<file path="config.mk">
export PLATFORM = sky130hd
export DESIGN_NAME = forwarding_hazard_unit
export DESIGN_NICKNAME = d
export VERILOG_FILES = /design/src/rtl/forwarding_hazard_unit.sv
export SDC_FILE = /design/constraint.sdc
export NUM_CORES = 1
export LEC_CHECK = 0
export BUFFER_PORTS_ARGS = -buffer_cell sky130_fd_sc_hd__buf_2
export CELL_PAD_IN_SITES_DETAIL_PLACEMENT = 1
export CELL_PAD_IN_SITES_GLOBAL_PLACEMENT = 2
export CORE_UTILIZATION = 23
export DETAILED_ROUTE_END_ITERATION = 16
export PLACE_DENSITY_LB_ADDON = 0.1
export SYNTH_ARGS = -nofsm -noshare
export SYNTH_HDL_FRONTEND = slang
export SYNTH_SLANG_ARGS = --single-unit
</file>
<file path="constraint.sdc">
create_clock -name clk -period 1.6 [get_ports clk]
set_clock_uncertainty 0.05 [all_clocks]
set_input_delay 0 -clock clk [delete_from_list [all_inputs] [get_ports clk]]
set_output_delay 0 -clock clk [all_outputs]
set_load 0.03 [all_outputs]
</file>
<file path="src/rtl/forwarding_hazard_unit.sv">
// Operand-bypass select generation and load-use stall detection for the 5-stage MIPS32 pipeline.
// Optional stall statistics counter is built when MIPS_HAZARD_STATS_EN is defined.
module forwarding_hazard_unit #(
    parameter int unsigned REG_ADDR_W = 5
) (
    input  logic                  clk,
    input  logic                  reset,
    input  logic                  id_valid,
    input  logic [REG_ADDR_W-1:0] id_rs,
    input  logic [REG_ADDR_W-1:0] id_rt,
    input  logic                  id_uses_rs,
    input  logic                  id_uses_rt,
    input  logic [REG_ADDR_W-1:0] id_dest_reg,
    input  logic                  id_reg_write,
    input  logic                  id_mem_read,
    input  logic                  flush,
    output logic [1:0]            upper_ALU_mux_select_line,
    output logic [1:0]            lower_ALU_mux_select_line,
    output logic                  stall,
    output logic                  bubble,
    output logic [15:0]           stall_count
);

    localparam int unsigned SEL_W = 2;

    typedef struct packed {
        logic                  valid;
        logic [REG_ADDR_W-1:0] dest;
        logic                  reg_write;
        logic                  mem_read;
    } ex_slot_t;

    // A load's result is forwardable once in MEM, so the MEM slot needs no load flag.
    typedef struct packed {
        logic                  valid;
        logic [REG_ADDR_W-1:0] dest;
        logic                  reg_write;
    } mem_slot_t;

    ex_slot_t          ex_d, ex_q;
    mem_slot_t         mem_d, mem_q;
    logic [SEL_W-1:0]  upper_sel_d, upper_sel_q;
    logic [SEL_W-1:0]  lower_sel_d, lower_sel_q;
    logic              load_use_c;

    // Youngest matching producer wins; the code names the stage it occupies next cycle.
    function automatic logic [SEL_W-1:0] fwd_sel(
        input logic                  used,
        input logic [REG_ADDR_W-1:0] src,
        input logic                  kill,
        input ex_slot_t              ex,
        input mem_slot_t             mem
    );
        logic [SEL_W-1:0] sel;
        sel = 2'b00;
        if (used && !kill && (src != '0)) begin
            if (ex.valid && ex.reg_write && (src == ex.dest)) begin
                sel = 2'b01;
            end else if (mem.valid && mem.reg_write && (src == mem.dest)) begin
                sel = 2'b10;
            end
        end
        return sel;
    endfunction

    always_comb begin
        load_use_c  = 1'b0;
        stall       = 1'b0;
        bubble      = 1'b0;
        ex_d        = '0;
        mem_d       = '0;
        upper_sel_d = 2'b00;
        lower_sel_d = 2'b00;

        load_use_c = ex_q.valid && ex_q.mem_read && (ex_q.dest != '0) &&
                     ((id_uses_rs && (id_rs == ex_q.dest)) ||
                      (id_uses_rt && (id_rt == ex_q.dest)));
        stall  = id_valid && !flush && load_use_c;
        bubble = stall || flush;

        if (id_valid && !bubble) begin
            ex_d.valid     = 1'b1;
            ex_d.dest      = id_dest_reg;
            ex_d.reg_write = id_reg_write;
            ex_d.mem_read  = id_mem_read;
        end

        mem_d.valid     = ex_q.valid;
        mem_d.dest      = ex_q.dest;
        mem_d.reg_write = ex_q.reg_write;

        upper_sel_d = fwd_sel(id_uses_rs, id_rs, bubble || !id_valid, ex_q, mem_q);
        lower_sel_d = fwd_sel(id_uses_rt, id_rt, bubble || !id_valid, ex_q, mem_q);
    end

    always_ff @(posedge clk or posedge reset) begin
        if (reset) begin
            ex_q        <= '0;
            mem_q       <= '0;
            upper_sel_q <= 2'b00;
            lower_sel_q <= 2'b00;
        end else begin
            ex_q        <= ex_d;
            mem_q       <= mem_d;
            upper_sel_q <= upper_sel_d;
            lower_sel_q <= lower_sel_d;
        end
    end

    assign upper_ALU_mux_select_line = upper_sel_q;
    assign lower_ALU_mux_select_line = lower_sel_q;

`ifdef MIPS_HAZARD_STATS_EN
    logic [15:0] stall_count_d, stall_count_q;

    // Saturating count of stalled cycles.
    always_comb begin
        stall_count_d = stall_count_q;
        if (stall && (stall_count_q != 16'hFFFF)) begin
            stall_count_d = stall_count_q + 16'd1;
        end
    end

    always_ff @(posedge clk or posedge reset) begin
        if (reset) begin
            stall_count_q <= 16'h0000;
        end else begin
            stall_count_q <= stall_count_d;
        end
    end

    assign stall_count = stall_count_q;
`else
    assign stall_count = 16'h0000;
`endif

endmodule

</file>
# After elaboration in Yosys (flattened, before gate mapping)
# Index checks and enable logic that the tools add are counted.
# totals
ff_bits	19
latch_bits	0
ram_bits	0
mem_bits_ro	0
in_bits	23
out_inout_bits	22
word_cells	48
n_memories	0
# classes
n_addsub	0
multipliers	0
div_mod_pow	0
order_cmp	0
eq_ne	4
shifts	0
muxes	7
bitwise	0
reduce_logical	28
# ops
cell	count
equality test 5 bit	4
logical AND 1 bit	18
nonzero test 5 bit	3
two-way mux 2 bit	6
two-way mux 8 bit	1
logical NOT 1 bit	4
logical OR 1 bit	3

# Logic depth before layout (Yosys ltp)
# logic_depth
depth_word	11
mapped_depth	5
ltp_nobuf	4

# Worst setup path after synthesis
# OpenSTA, ideal clock, no wires.
# synth_timing
kind	register to output
from	reg ex_q[4] (netlist bit)
to	out bubble
t_arrival_ns	1.687
path_slack_ns	-0.137
path_stages_with_launch	5
n_path_buf	0
cell_sequence	dfrtp_1 -> or4_1 -> o211ai_2 -> nor4_2 -> or3_1
# synth_via
elab_chain_cells	6
# synth_lines
element	line	rtl
start: declaration	40	ex_slot_t ex_d, ex_q;
start signal: assignment	98	ex_q <= '0;
start signal: assignment	103	ex_q <= ex_d;
equality test 5 bit (on tied branches)	76, 77	
logical AND 1 bit (on tied branches)	76, 77	
logical OR 1 bit	76	((id_uses_rs && (id_rs == ex_q.dest)) ||
logical AND 1 bit (*)	75	load_use_c = ex_q.valid && ex_q.mem_read && (ex_q.dest != '0) &&
logical AND 1 bit (*)	78	stall = id_valid && !flush && load_use_c;
logical OR 1 bit (*)	79	bubble = stall || flush;
end: declaration	20	output logic bubble,
# Every way passes the cells marked *; elsewhere a longest branch is shown, timed or not.

# Final worst setup path
# layout_timing
from	reg ex_q[5] (netlist bit)
to	out bubble
# The elaborated chain is that of the path after synthesis.

==> impl_metrics.env <==
export IMPL_antenna_found_initial=0
export IMPL_core_area_sq_mm=0.00472
export IMPL_yosysMostFrequentCell="dfrtp_1"
export IMPL_synth_cell_area_sq_mm=0.00112
export IMPL_io_pins=45
export IMPL_setup_viol=14
export IMPL_yosys_area_top_type="dfrtp_1"
export IMPL_rows=25
export IMPL_synth_cell_types=25
export IMPL_min_from="flush"
export IMPL_root_buffer="clkbuf_8"
export IMPL_power_leakage_nw=0.757
export IMPL_rsz0062_at_grt="yes"
export IMPL_synth_top_area_frac=0.423
export IMPL_route_detailed_drc=0
export IMPL_fmax_mhz=482
export IMPL_track_usage=0.121
export IMPL_crit_type="register to output port"
export IMPL_initial_core_util=0.238
export IMPL_grt_max_degree=20
export IMPL_grt_pass1_vias=952
export IMPL_numCtsBuffers=3
export IMPL_cap_violations=0
export IMPL_die_x_um=71.9
export IMPL_final_area_sq_mm=0.00169
export IMPL_routed_wl_um=2980
export IMPL_place_area_sq_mm=0.00139
export IMPL_yosysSeqAreaShare=0.423
export IMPL_violations="negative setup slack"
export IMPL_outcome="complete, but fails checks"
export IMPL_clk_path_buf_depth=2
export IMPL_p_clk_frac=0.306
export IMPL_holdPathStages=4
export IMPL_routabilityCongestion=0.716
export IMPL_rrSetupSlack_ps=-340
export IMPL_synth_edf_count=0
export IMPL_first_pass_iters=4
export IMPL_postSynthAreaPerCell_sq_um=10.5
export IMPL_crit_fanout=3
export IMPL_power_density_mw_per_mm2=652
export IMPL_cp_slowest_cell="or4_4"
export IMPL_min_period_ps=2070
export IMPL_drt_initial_drc_count=26
export IMPL_relSlewSlack=0.635
export IMPL_slew_viol_final=0
export IMPL_holdPathEnd="ex_q[3]"
export IMPL_p_int_uw=781
export IMPL_fin_util=0.357
export IMPL_dieArea_sq_mm=0.00517
export IMPL_cp_top_family="simple AND/OR/NAND/NOR gates"
export IMPL_clkTransAtPathRegs_ps=70
export IMPL_fin_ws_ps=-474
export IMPL_cpPeakStageDelay_ps=530
export IMPL_min_period_over_period=1.30
export IMPL_routedWlPerCell_um=12.9
export IMPL_syn_inst=107
export IMPL_num_antenna_cells=0
export IMPL_yosysWarnings=0
export IMPL_tightest_slew_ps=546
export IMPL_fin_worst_hold_slack_ps=111
export IMPL_critPathLaunchType="register"
export IMPL_hold_class="primary input to register"
export IMPL_async_reset_ff_frac=1.00
export IMPL_ys_ff_latch=19
export IMPL_clock_latency_ps=260
export IMPL_cp_arrival_ps=2020
export IMPL_grt_overflow_total=0
export IMPL_pre_cts_slack_ps=-304
export IMPL_yosys_top_cells_count="dfrtp_1 (19), buf_4 (16), xnor2_1 (14)"
export IMPL_reg2reg_depth=6
export IMPL_timing_rr_end="upper_ALU_mux_select_line[0]"
export IMPL_required_ps=1550
export IMPL_clkSinkCount=19
export IMPL_vias=910
export IMPL_pwr_share_comb=0.230
export IMPL_cts_max_level=1
export IMPL_crit_buf_inv=1
export IMPL_area_growth_pct=50.0
export IMPL_switching_share=0.289
export IMPL_viasPerCell=3.96
export IMPL_nNetsFinal=187
export IMPL_drive_gt1_frac=0.448
export IMPL_grt_pass1_wl_um=4640
export IMPL_p_sw_uw=318
export IMPL_ys_flop_type="dfrtp_1"
export IMPL_p_total_mw=1.10
export IMPL_report_final_hold_viol_count=0
export IMPL_path_cells="or4_4 -> o211ai_4 -> nor4_4 -> or3_4 -> buf_6"
export IMPL_ant_nets=0
export IMPL_synthTopCellsByArea="dfrtp_1 (42%), xnor2_1 (11%), buf_4 (11%)"
export IMPL_peakVddDrop_uv=207
export IMPL_dieHeight_um=71.9
export IMPL_dp_hpwl_um=2410
export IMPL_io_buffers=28
export IMPL_p_seq_frac=0.464
export IMPL_cts_tree="done"
export IMPL_r2r_start="ex_q[4]"
export IMPL_crit_path_end_kind="output port"
[sequential cells by signal (all words and copies together) (netlist names)]
name,flops
upper_ALU_mux_select_line,2
ex_q,8
mem_q,7
lower_ALU_mux_select_line,2
[routing by layer]
layer  wire length, um  global-route usage  vias up
li1                  -                   -      446
met1              1200               0.140      431
met2              1580               0.221       28
met3               156              0.0250        5
met4                40              0.0458        0
met5                 0                   0        -
[how the worst max path moves through the flow]
stage,startpoint,to,slack (ps),cells after the start
finish,ex_q[5],bubble,-470,5
global route,ex_q[4],bubble,-530,5
CTS,ex_q[4],bubble,-510,5
floorplan,ex_q[4],lower_ALU_mux_select_line[1],-120,5
detailed placement,ex_q[5],upper_ALU_mux_select_line[0],-300,5
global placement,ex_q[2],lower_ALU_mux_select_line[0],-420,5
[what timing repair did]
| item | in CTS | in global routing |
|---|---|---|
| gates cloned | 0 | 0 |
| buffers inserted | 4 | 2 |
| setup endpoints to repair | 14 | 14 |
| hold buffers | 8 | 0 |
| endpoints found under the hold margin | 26 | 0 |
| gates resized for setup | 4 | 22 |
| pin swaps | 1 | 14 |
[placed cells by master, fill, tap and decap left out]
master / synthesis / final
a21oi_1: 2 / 2
and4bb_2: 2 / 2
buf_12: 0 / 1
buf_2: 0 / 27
buf_4: 16 / 19
buf_6: 2 / 1
clkbuf_1: 0 / 1
clkbuf_8: 0 / 3
conb_1: 1 / 16
dfrtp_1: 19 / 18
dfrtp_2: 0 / 1
dlygate4sd3_1: 0 / 8
inv_1: 1 / 1
nand2_1: 10 / 10
nand3_1: 2 / 1
nand3_2: 0 / 1
nand3b_1: 2 / 2
nand4_1: 2 / 2
nor2_1: 2 / 2
nor2b_1: 1 / 1
nor3_1: 13 / 6
nor3_2: 0 / 2
nor3_4: 0 / 5
nor3b_2: 1 / 1
nor4_4: 2 / 4
o211ai_4: 0 / 1
o311ai_0: 2 / 2
or2_2: 1 / 1
or3_4: 0 / 1
or4_4: 0 / 1
xnor2_1: 14 / 12
xnor2_2: 0 / 1
xnor2_4: 0 / 1
xor2_1: 6 / 6
[cells by family after synthesis]
| kind of cell | synth area share |
|---|---|
| AOI/OAI and AO/OA | 0.0356 |
| xor gates and xnor gates | 0.156 |
| buffers and inverters | 0.134 |
| DFF | 0.423 |
| other | 0.00334 |
| and+or+nand+nor | 0.248 |
[power by group through the flow]
stage          clock network [mW]  logic, mW  registers [mW]
2_1_floorplan                   0      0.155           0.515
3_3_place_gp                    0      0.203           0.519
3_5_place_dp                    0      0.204           0.520
4_1_cts                     0.351      0.232           0.510
5_1_grt                     0.376      0.274           0.512
6_report                    0.336      0.253           0.509
[stage by stage]
step / TNS (ps) / cells
after detailed placement: -3490 / 213
after global routing: -4990 / 230
after CTS: -4170 / 229
after global placement: -4400 / 213
after floorplan: -650 / 122
final: -3750 / 230
[worst register-to-register path: cells and delay by family, from the launching register on]
family	cells	cell delay (ps)
and+or+nand+nor	3	730
buffers and inverters	2	480
DFF	1	390
xor gates and xnor gates	1	170
[layout make-up]
| cell class | count | area [sq um] |
|---|---|---|
| Sequential cell | 19 | 477 |
| Inverter | 1 | 3.75 |
| Clock buffer | 4 | 45.0 |
| Timing Repair Buffer | 56 | 389 |
| Fill cell | 555 | 3040 |
| Multi-Input combinational cell | 83 | 687 |
| Tap cell | 67 | 83.8 |
No activity file was read; power rests on OpenSTA's default activity.
